--- config.mk ---
export PLATFORM = sky130hd
export DESIGN_NAME = ring_stop
export DESIGN_NICKNAME = d
export VERILOG_FILES = /design/src/rtl/ring_stop.sv
export SDC_FILE = /design/constraint.sdc
export NUM_CORES = 1
export LEC_CHECK = 0
export ABC_AREA = 1
export CAP_MARGIN = 40
export CORE_MARGIN = 1
export CORE_UTILIZATION = 35
export CTS_CLUSTER_SIZE = 24
export DETAILED_ROUTE_END_ITERATION = 16
export GPL_TIMING_DRIVEN = 0
export PLACE_DENSITY = 0.72
export SYNTH_ARGS = -nofsm -noshare
export SYNTH_HDL_FRONTEND = slang
export SYNTH_SLANG_ARGS = --single-unit
--- constraint.sdc ---
create_clock -name clock -period 4.3 [get_ports clock]
set_input_delay 0.645 -clock clock [delete_from_list [all_inputs] [get_ports clock]]
set_output_delay 0.645 -clock clock [all_outputs]
set_load 0.01 [all_outputs]
--- src/rtl/ring_stop.sv ---
// Ring stop: forwards ring slots, strips messages addressed to this core, and
// lends the token to the local messenger. Optional error flag via RING_ERR_EN.
module ring_stop (
    input  logic        clock,
    input  logic        reset,
    input  logic [3:0]  whichCore,
    input  logic [31:0] RingIn,
    input  logic [3:0]  SlotTypeIn,
    input  logic [3:0]  SourceIn,
    output logic [31:0] RingOut,
    output logic [3:0]  SlotTypeOut,
    output logic [3:0]  SourceOut,
    input  logic [31:0] msgrRingOut,
    input  logic [3:0]  msgrSlotTypeOut,
    input  logic [3:0]  msgrSourceOut,
    input  logic        msgrDriveRing,
    input  logic        msgrWantsToken,
    output logic        msgrAcquireToken,
    output logic        ringErr
);

    localparam logic [3:0] SLOT_TOKEN = 4'd1;
    localparam logic [3:0] SLOT_NULL  = 4'd7;
    localparam logic [3:0] SLOT_MSG   = 4'd8;

    typedef enum logic [1:0] {PASS, HOLD, RELEASE} state_e;

    state_e      state_q, state_d;
    logic [31:0] ring_q, ring_d;
    logic [3:0]  slot_type_q, slot_type_d;
    logic [3:0]  source_q, source_d;
    logic [5:0]  in_len_q, in_len_d;
    logic        strip_q, strip_d;
    logic        first_q;
    logic        is_header;
    logic        acquire;

    always_comb begin
        is_header = (SlotTypeIn == SLOT_MSG) && (in_len_q == '0);

        in_len_d = in_len_q;
        if (in_len_q != '0)
            in_len_d = in_len_q - 6'd1;
        else if (SlotTypeIn == SLOT_MSG)
            in_len_d = RingIn[5:0];

        strip_d = strip_q;
        if (in_len_q == '0)
            strip_d = is_header && (RingIn[17:14] == whichCore);

        acquire = (state_q == PASS) && !reset && !first_q &&
                  (SlotTypeIn == SLOT_TOKEN) && msgrWantsToken;

        state_d     = state_q;
        ring_d      = RingIn;
        slot_type_d = SlotTypeIn;
        source_d    = SourceIn;

        case (state_q)
            PASS: begin
                if (acquire) begin
                    state_d     = HOLD;
                    ring_d      = msgrRingOut;
                    slot_type_d = msgrSlotTypeOut;
                    source_d    = msgrSourceOut;
                end else if ((is_header && (RingIn[17:14] == whichCore)) ||
                             ((in_len_q != '0) && strip_q)) begin
                    ring_d      = '0;
                    slot_type_d = SLOT_NULL;
                    source_d    = '0;
                end
            end
            HOLD: begin
                if (msgrDriveRing) begin
                    ring_d      = msgrRingOut;
                    slot_type_d = msgrSlotTypeOut;
                    source_d    = msgrSourceOut;
                end else begin
                    // Token is loaded into the output register here so it is
                    // on the ring for exactly the cycle spent in RELEASE.
                    state_d     = RELEASE;
                    ring_d      = '0;
                    slot_type_d = SLOT_TOKEN;
                    source_d    = whichCore;
                end
            end
            default: begin
                state_d     = PASS;
                ring_d      = '0;
                slot_type_d = SLOT_NULL;
                source_d    = '0;
            end
        endcase

        // First slot after reset: core 1 injects the only ring token.
        if (first_q) begin
            ring_d      = '0;
            slot_type_d = (whichCore == 4'd1) ? SLOT_TOKEN : SLOT_NULL;
            source_d    = (whichCore == 4'd1) ? whichCore : 4'd0;
        end
    end

    always_ff @(posedge clock) begin
        if (reset) begin
            state_q     <= PASS;
            ring_q      <= '0;
            slot_type_q <= SLOT_NULL;
            source_q    <= '0;
            in_len_q    <= '0;
            strip_q     <= 1'b0;
            first_q     <= 1'b1;
        end else begin
            state_q     <= state_d;
            ring_q      <= ring_d;
            slot_type_q <= slot_type_d;
            source_q    <= source_d;
            in_len_q    <= in_len_d;
            strip_q     <= strip_d;
            first_q     <= 1'b0;
        end
    end

`ifdef RING_ERR_EN
    logic err_q, err_d;

    always_comb begin
        err_d = err_q;
        if ((state_q != PASS) && (SlotTypeIn != SLOT_NULL))
            err_d = 1'b1;
        if ((SlotTypeIn == SLOT_MSG) && (in_len_q != '0) && (RingIn[5:0] != '0))
            err_d = 1'b1;
    end

    always_ff @(posedge clock) begin
        if (reset)
            err_q <= 1'b0;
        else
            err_q <= err_d;
    end

    assign ringErr = err_q;
`else
    assign ringErr = 1'b0;
`endif

    assign RingOut          = ring_q;
    assign SlotTypeOut      = slot_type_q;
    assign SourceOut        = source_q;
    assign msgrAcquireToken = acquire;

endmodule

# [Yosys cells after proc, flatten, opt, wreduce, memory -nomap -nowiden]
# Cells that the tools add are included.
# W data, S select, Z words.
[totals] reg_bits=50 elab_cells=53 input_bits=88 out_inout_bits=42
[classes] mux=22 addsub=1 eq_ne=7 n_reduce_logical=16
[op_table] op="$mux W32" n=3
[op_table] op="$pmux W32 S2" n=1
[op_table] op="$mux W4" n=9
[op_table] op="$pmux W4 S2" n=2
[op_table] op="$mux W6" n=2
[op_table] op="$eq A4 B1 Y1 const B" n=2
[op_table] op="$logic_and A1 B1 Y1" n=7
[op_table] op="$logic_not A6 Y1" n=1
[op_table] op="$reduce_bool A6 Y1" n=1
[op_table] op="$sub A6 B1 Y6 const B" n=1
[op_table] op="$eq A4 B4 Y1" n=1
[op_table] op="$eq A4 B4 Y1 const B" n=1
[op_table] op="$mux W2" n=2
[op_table] op="$ne A2 B2 Y1 const B" n=2
[op_table] op="$pmux W2 S2" n=1
[op_table] op="$mux W3" n=1
[op_table] op="$eq A2 B1 Y1 const B" n=1
[op_table] op="$logic_not A1 Y1" n=2
[op_table] op="$logic_not A2 Y1" n=1
[op_table] op="$reduce_and A2 Y1" n=1
[op_table] op="$reduce_bool A2 Y1" n=1
[op_table] op="$reduce_or A2 Y1" n=1
[op_table] op="$logic_or A1 B1 Y1" n=1
[op_table] op="$mux W1" n=1

# [Depth between registers and ports, before layout]
# Gate-level depths: netlist of run 1.
[depth] depth_word=8 mapped_depth=11 mapped_depth_nobuf=10

# [Least setup slack after synthesis of run 1]
# No wires, ideal clock.
[synth_timing] kind="input to output" start="in reset" end="out msgrAcquireToken" path_slack_ns=2.461 required_ns=3.655 path_stages=4 arrival_time_ns=1.194 n_path_buf=1 cell_sequence="buf_4 inv_2 nand3_4 nor2_8"
[synth_via] elab_chain_len=5
[synth_rtl] element="start: declaration" line="5" source="input logic reset,"
[synth_rtl] element="$logic_not A1 Y1" line="51" source="acquire = (state_q == PASS) && !reset && !first_q &&"
[synth_rtl] element="$logic_and A1 B1 Y1 (3 in a row)" line="51"
[synth_rtl] element="$logic_and A1 B1 Y1" line="52" source="(SlotTypeIn == SLOT_TOKEN) && msgrWantsToken;"
[synth_rtl] element="end: declaration" line="18" source="output logic msgrAcquireToken,"
# No other way between the ends.

# [Worst setup path after layout of run 1]
# Ends and elaborated chain as after synthesis.

==> impl_metrics.tcl, run 1 <==
set metrics [dict create \
    status "finished, final reports clean" \
    avgViaCountPerCell 4.45 \
    power_uw 1170 \
    finalSetupViolCount 0 \
    cp.required_ps 3650 \
    drtPass1Iterations 4 \
    mappedNetlistArea_mm2 0.00253 \
    layout_worst_path_cycle_share_pct 68.7 \
    grt_pass1_vias 2274 \
    synth_flop_cell "dfxtp_1" \
    cts_buffers 5 \
    seq_area_frac_synth_pct 39.5 \
    yosys.area.top_type_share_pct 39.5 \
    cts_root_buf "clkbuf_8" \
    core-area_mm2 0.00691 \
    fin_crit_ps 2960 \
    fmax_mhz 338 \
    grt_util_all_layers_pct 18.2 \
    ys_top_cells_by_area "dfxtp_1 39%, nand2_1 12%, a21oi_2 10%" \
    cts_max_level 2 \
    yosys-top-cells-count "79 x nand2_1, 50 x dfxtp_1, 40 x nand2_2" \
    cp-end-kind "primary output" \
    finClkSkew_ps 7.80 \
    synthesis.nets 402 \
    syn-mean-instance-area_um2 8.10 \
    ir_drop_uv 172 \
    path_clk_slew_ps 90 \
    grt-ovfl-total 0 \
    slew_viol_final 0 \
    wl_mm 7.03 \
    fp-row-count 30 \
    reg2reg_from "in_len_q[0]" \
    path_max_fanout 10 \
    rrSetupSlack_ps 2520 \
    synth.yosys.warnings 0 \
    total_leakage_power_uw 0.00167 \
    drtIter0Drc 41 \
    slowest_delay_ps 580 \
    finalSetupTns_ps 0 \
    ios 130 \
    drc_errors 0 \
    critPathTopFamily "buffers and inverters" \
    yosysTopAreaCell "dfxtp_1" \
    wl_per_cell_um 12.9 \
    netlist_instances 313 \
    initial_utilization_pct 36.7 \
    die_area_mm2 0.00759 \
    critical_path.startpoint_type "input port" \
    drv_cap 0 \
    cts.sinks 50 \
    critPathBufInv 4 \
    cts_max_path_buffers 2 \
    io_buffers 128 \
    cts.repair.resized 0 \
    crit_top_cell "clkdlybuf4s50_1" \
    ys_ff_latch 50 \
    fin_nets 537 \
    synth-edff-count 0 \
    vias 2426 \
    postCtsSetupRepairBufs 0 \
    async_flop_share_pct 0 \
    hold_buffers 0 \
    dpl.hpwl_mm 5.50 \
    antennaDiodeCount 0 \
    holdCritStartpoint "in_len_q[1]" \
    grt_max_degree 16 \
    antenna_found_initial 0 \
    path_cells "clkdlybuf4s50_1, buf_4, inv_2, nand3_4, nor2_8, clkdlybuf4s50_1" \
    cts_tree "done" \
    power_density_mw_per_mm2 290 \
    area_growth_pct 59.4 \
    grt_pass1_wl_mm 10.8 \
    die_y_um 87.1 \
    yosysMostFrequentCell "nand2_1" \
    final_hold_viol_count 0 \
    worstMarginPinSlew_ps 698 \
    die_width_um 87.1 \
    timing.slew.headroom_pct 53.4 \
    hp-class "register to register" \
    r2r_end "RingOut[12]" \
    place_congestion 0.777 \
    ant_nets 0 \
    crit_type "input port to primary output" \
    drive_gt1_share_pct 23.2 \
    arrival_ps 2310 \
    slowest_stage "clkdlybuf4s50_1" \
    synthDistinctLibCells 32 \
    hold-path-cell-count 2 \
    holdPathEnd "in_len_q[1]" \
    clk-insertion-delay-late_ps 300 \
    worst-r2r-cell-count 10 \
    rsz0062_at_grt "false" \
]
where the power goes:
part	internal, uW	total, uW	switching (uW)
sequential	499	522	23.0
clock	148	308	161
combinational	177	339	162
final cells by class:
class | count | area, um2
Buffer | 11 | 121
Clock buffer | 7 | 96.3
Clock inverter | 1 | 8.76
Fill cell | 656 | 2870
Inverter | 37 | 144
Multi-Input combinational cell | 215 | 1270
Sequential cell | 50 | 1000
Tap cell | 96 | 120
Timing Repair Buffer | 128 | 1280
registers in the layout, indices dropped and copies added, names as in the netlist:
register	cells
strip_q	1
SlotTypeOut	4
RingOut	32
state_q	2
in_len_q	6
first_q	1
SourceOut	4
layout by cell type (no fill, tap or decap), drive strengths merged:
cell	instances
clkbuf	9
a31oi	4
nand4	1
ha	1
nand3	11
o211ai	1
inv	37
nor2	16
o32ai	3
o21ai	5
clkdlybuf4s50	128
nor3	3
a21oi	45
dfxtp	50
a21o	1
clkinv	1
o31ai	1
nand2	122
conb	1
buf	9
metal layers:
layer / up-vias / global-route usage (%) / share of wire, %
li1: 1255 / - / -
met1: 1067 / 22.0 / 44
met2: 96 / 32.3 / 47
met3: 8 / 4.93 / 8.4
met4: 0 / 4.02 / 0.97
met5: - / 0 / 0
through the flow:
stage               util, %  setup WS (ps)  instances  instance area, um2  hold slack, ps
floorplan                 -           2460        313                2530             461
global placement       57.0           1350        537                3940             483
detailed placement     57.0           1330        537                3940             488
CTS                    58.5           1330        545                4040             501
global route           58.5           1260        545                4040             519
finish                 58.5           1340        545                4040             497
worst max path at each step:
stage / start / end / depth (start not counted)
finish: reset / msgrAcquireToken / 6
global route: reset / msgrAcquireToken / 6
CTS: reset / msgrAcquireToken / 6
detailed placement: reset / msgrAcquireToken / 6
global placement: reset / msgrAcquireToken / 6
floorplan: reset / msgrAcquireToken / 4
tightest hold or removal path, cell delays in order, from the launching register on:
cell	delay [ps]
dfxtp_1	330
nand2_1	60
a31oi_1	60
cell families after synthesis:
logic type               share of synthesized area [%]
adder cells (fa/ha/maj)                          0.494
AO/OA/AOI/OAI                                     17.2
other                                            0.148
flip-flops                                        39.5
AND/OR/NAND/NOR                                   32.2
buffers and inverters                             10.5
(Power assumes the default switching activity.)
==> run 2, diff against run 1 <==
--- a/config.mk
+++ b/config.mk
@@ -12,7 +12,7 @@
 export CTS_CLUSTER_SIZE = 24
 export DETAILED_ROUTE_END_ITERATION = 16
 export GPL_TIMING_DRIVEN = 0
-export PLACE_DENSITY = 0.72
+export PLACE_DENSITY = 0.75
 export SYNTH_ARGS = -nofsm -noshare
 export SYNTH_HDL_FRONTEND = slang
 export SYNTH_SLANG_ARGS = --single-unit
==> constraint.sdc (replaced) <==
create_clock -name clock -period 2.5 [get_ports clock]
set_input_delay 0.375 -clock clock [delete_from_list [all_inputs] [get_ports clock]]
set_output_delay 0.375 -clock clock [all_outputs]
set_load 0.01 [all_outputs]
==> impl_metrics.tcl, run 2 (synthesized netlist as in run 1, its figures left out) <==
set metrics [dict create \
    cts.repair.resized 0 \
    crit_start "reset" \
    crit_top_cell "clkdlybuf4s50_1" \
    drtIter0Drc 45 \
    grt_pass1_wl_mm 11.1 \
    area_growth_pct 59.7 \
    final_cell_area_mm2 0.00405 \
    ir_drop_uv 326 \
    drv_cap 0 \
    finClkSkew_ps 7.64 \
    wl_per_cell_um 12.4 \
    path_max_fanout 10 \
    cts_buffers 5 \
    crit_type "input port to primary output" \
    path_cells "clkdlybuf4s50_1, buf_4, inv_2, nand3_4, nor2_8, clkdlybuf4s50_1" \
    fmax_mhz 418 \
    drive_gt1_share_pct 23.2 \
    grt-ovfl-total 0 \
    finalSetupViolCount 0 \
    path_clk_slew_ps 100 \
    slew_viol_final 0 \
    r2r_end "RingOut[19]" \
    core-area_mm2 0.00691 \
    cts.sinks 50 \
    power_density_mw_per_mm2 513 \
    cp.required_ps 2120 \
    grt_util_all_layers_pct 18.6 \
    grt_max_degree 17 \
    grt_pass1_vias 2445 \
    cts_tree "done" \
    antenna_found_initial 0 \
    hp-class "register to register" \
    arrival_ps 2020 \
    drc_errors 0 \
    finalSetupTns_ps 0 \
    timing.slew.headroom_pct 53.6 \
    cts_max_path_buffers 2 \
    place_inst 537 \
    antennaDiodeCount 0 \
    avgViaCountPerCell 4.53 \
    largest_register_ff_count 32 \
    dpl_cell_area_mm2 0.00394 \
    reg2reg_from "in_len_q[0]" \
    drtPass1Iterations 4 \
    fp-row-count 30 \
    fin_nets 537 \
    wl_mm 6.77 \
    critPathTopFamily "buffers and inverters" \
    hold_buffers 0 \
    die_width_um 87.1 \
    final_hold_viol_count 0 \
    slowest_delay_ps 580 \
    postCtsSetupRepairBufs 0 \
    cp-endpoint "msgrAcquireToken" \
    vias 2467 \
    final_util_pct 58.6 \
    cts_max_level 2 \
    power_uw 2080 \
    dpl.hpwl_mm 5.26 \
    die_area_mm2 0.00759 \
    ant_nets 0 \
    layout_worst_path_cycle_share_pct 95.8 \
    rrSetupSlack_ps 710 \
    initial_utilization_pct 36.7 \
    total_leakage_power_uw 0.00167 \
    path_depth 6 \
    final_cell_mix "128 x clkdlybuf4s50_1, 79 x nand2_1, 50 x dfxtp_1" \
    rsz0062_at_grt "false" \
    fin_cells 545 \
    cts_root_buf "clkbuf_8" \
    critPathBufInv 4 \
    io_buffers 128 \
    critical_path.startpoint_type "input port" \
    final_common_cell "clkdlybuf4s50_1" \
    holdCritStartpoint "in_len_q[0]" \
    num-fill-cells 659 \
    place_congestion 0.837 \
    slowest_stage "clkdlybuf4s50_1" \
    status "finished, final reports clean" \
    cp-end-kind "primary output" \
    ios 130 \
    fin_crit_ps 2390 \
    worst-r2r-cell-count 10 \
    worstMarginPinSlew_ps 696 \
    die_y_um 87.1 \
    clk-insertion-delay-late_ps 310 \
]
run 2: cell count changes in the layout (fill, tap and decap cells not counted):
cell / previous run / this run
clkbuf_8: 7 / 5
clkinv_4: 1 / 0
inv_6: 1 / 2
clkinv_2: 0 / 1
bufinv_16: 0 / 1
run 2: worst min-delay path by stage:
stage               slack, ps           to  cells past startpoint
floorplan                 400      first_q                      0
global placement          480  in_len_q[0]                      2
detailed placement        490  in_len_q[1]                      2
CTS                       510  in_len_q[0]                      2
global route              530  in_len_q[1]                      2
finish                    510  in_len_q[0]                      2
run 2: through the flow:
| step | hold WS [ps] | setup WS (ps) |
|---|---|---|
| 4_1_cts | 508 | 92.3 |
| 3_3_place_gp | 483 | 98.6 |
| 5_1_grt | 529 | 14.4 |
| 2_1_floorplan | 403 | 958 |
| 6_report | 506 | 106 |
| 3_5_place_dp | 490 | 91.8 |
run 2: per-layer routing:
layer  track usage, %  vias to the layer above  share of wire (%)
met5                0                        -                  0
met4             6.41                        0                2.1
met3             4.27                       15                8.3
met2             32.2                      102                 47
met1             22.5                     1097                 42
li1                 -                     1253                  -
run 2: cell type report:
cell class / instances / area (um2) / area share (%)
buffer: 11 / 121 / 3.00
sequential: 50 / 1000 / 24.7
multi-input combinational: 215 / 1270 / 31.3
tap: 96 / 120 / 2.97
clock inverter: 3 / 43.8 / 1.08
inverter: 37 / 144 / 3.55
timing repair buffer: 128 / 1280 / 31.6
clock buffer: 5 / 68.8 / 1.70
run 2: power by group:
part	internal, uW	switching [uW]
Combinational	304	278
Clock	301	297
Sequential	859	38.9
run 2: tightest hold or removal path: stages, from the launching register on:
cell and delay, ps:
dfxtp_1 340, nand2_1 70, a31oi_1 60
==> run 3, diff against run 2 <==
--- a/config.mk
+++ b/config.mk
@@ -7,12 +7,13 @@
 export LEC_CHECK = 0
 export ABC_AREA = 1
 export CAP_MARGIN = 40
+export CORE_ASPECT_RATIO = 2
 export CORE_MARGIN = 1
-export CORE_UTILIZATION = 35
+export CORE_UTILIZATION = 34
 export CTS_CLUSTER_SIZE = 24
 export DETAILED_ROUTE_END_ITERATION = 16
 export GPL_TIMING_DRIVEN = 0
-export PLACE_DENSITY = 0.75
+export PLACE_DENSITY = 0.73
 export SYNTH_ARGS = -nofsm -noshare
 export SYNTH_HDL_FRONTEND = slang
 export SYNTH_SLANG_ARGS = --single-unit
==> impl_metrics.tcl, run 3 (synthesized netlist as in run 1, its figures left out) <==
set metrics [dict create \
    status "finished, final reports clean" \
    hold_buffers 0 \
    fin_nets 537 \
    total_leakage_power_uw 0.00170 \
    reg2reg_from "in_len_q[0]" \
    grt_pass1_vias 2547 \
    grt_max_degree 16 \
    dp_slack_ps 117 \
    finalSetupViolCount 0 \
    crit_type "input port to primary output" \
    dpl.hpwl_mm 5.83 \
    crit_top_cell "clkdlybuf4s50_1" \
    fmax_mhz 420 \
    slowest_stage "clkdlybuf4s50_1" \
    path_clk_slew_ps 70 \
    hp-class "register to register" \
    postCtsSetupRepairBufs 0 \
    grt-ovfl-total 0 \
    wl_per_cell_um 13.5 \
    die_y_um 124 \
    clk-insertion-delay-late_ps 290 \
    cts_root_buf "clkbuf_16" \
    cts_max_path_buffers 2 \
    ir_drop_uv 345 \
    grt_util_all_layers_pct 19.5 \
    fin_hold_ws_ps 500 \
    wl_mm 7.30 \
    drtPass1Iterations 4 \
    finClkSkew_ps 5.25 \
    die_area_mm2 0.00783 \
    initial_utilization_pct 35.1 \
    drtIter0Drc 98 \
    final_hold_viol_count 0 \
    slew_viol_final 0 \
    layout_worst_path_cycle_share_pct 95.3 \
    worstMarginPinSlew_ps 713 \
    final_cell_mix "128 x clkdlybuf4s50_1, 79 x nand2_1, 50 x dfxtp_1" \
    antenna_found_initial 0 \
    avgViaCountPerCell 4.59 \
    rrSetupSlack_ps 710 \
    io_buffers 128 \
    rsz0062_at_grt "false" \
    cts_buffers 5 \
    fp-row-count 44 \
    vias 2484 \
    cts_tree "done" \
    num-fill-cells 688 \
    path_max_fanout 10 \
    slowest_delay_ps 570 \
    dpl_cell_area_mm2 0.00393 \
    timing.slew.headroom_pct 52.4 \
    crit_start "reset" \
    arrival_ps 2010 \
    critical_path.startpoint_type "input port" \
    ant_nets 0 \
    grt_pass1_wl_mm 11.8 \
    drv_cap 0 \
    cts_max_level 2 \
    final_cell_area_mm2 0.00410 \
    ios 130 \
    finalSetupTns_ps 0 \
    cp-end-kind "primary output" \
    die_width_um 63.1 \
    antennaDiodeCount 0 \
    fin_crit_ps 2380 \
    place_congestion 0.872 \
    area_growth_pct 61.6 \
    drive_gt1_share_pct 23.2 \
    holdCritStartpoint "in_len_q[1]" \
    path_cells "clkdlybuf4s50_1, buf_4, inv_2, nand3_4, nor2_8, clkdlybuf4s50_1" \
    power_density_mw_per_mm2 552 \
    drc_errors 0 \
    final_common_cell "clkdlybuf4s50_1" \
    cp.required_ps 2120 \
    cts.sinks 50 \
    core-area_mm2 0.00721 \
    largest_register_ff_count 32 \
    cts.repair.resized 0 \
    setup_ws_ps 116 \
]
[run 3: cell types whose count changed in the layout (fill, tap and decap cells not counted)]
cell,delta
clkbuf_16,+5
clkbuf_8,-5
clkinv_2,+1
inv_6,-1
[run 3: through the flow]
| stage | instances | power, uW | utilization [%] |
|---|---|---|---|
| 3_5_place_dp | 533 | 1510 | 54.5 |
| 2_1_floorplan | 313 | 1230 | - |
| 4_1_cts | 541 | 2280 | 56.8 |
| 6_report | 541 | 2260 | 56.8 |
| 3_3_place_gp | 533 | 1490 | 54.5 |
| 5_1_grt | 541 | 2380 | 56.8 |
[run 3: layout make-up]
type	count	area [um2]	area share (%)
buffer	11	121	2.96
clock buffer	5	125	3.05
clock inverter	3	40.0	0.977
inverter	37	144	3.51
multi-input combinational	215	1270	31.0
sequential	50	1000	24.4
tap	92	115	2.81
timing repair buffer	128	1280	31.3
[run 3: power breakdown]
group	switching [uW]	total, uW	internal, uW
Sequential	41.5	901	859
Clock	298	767	469
Combinational	289	593	304
[run 3: worst paths after layout]
check                                        end  cells after the start
worst max-delay path            msgrAcquireToken                      6
worst min-delay path                 in_len_q[1]                      2
worst max register to register        RingOut[7]                     10
worst min register to register       in_len_q[1]                      2
[run 3: per-layer routing]
layer | vias to the layer above | share of wire [%] | global-route usage [%]
met3 | 14 | 3.6 | 2.56
met2 | 88 | 57 | 37.5
li1 | 1261 | - | -
met1 | 1121 | 36 | 20.3
met5 | - | 0 | 0
met4 | 0 | 3.1 | 9.45
[run 3: critical path: cells and delay by family]
kind / cells / cell delay [ps]
and+or+nand+nor: 2 / 360
buffers and inverters: 4 / 1270
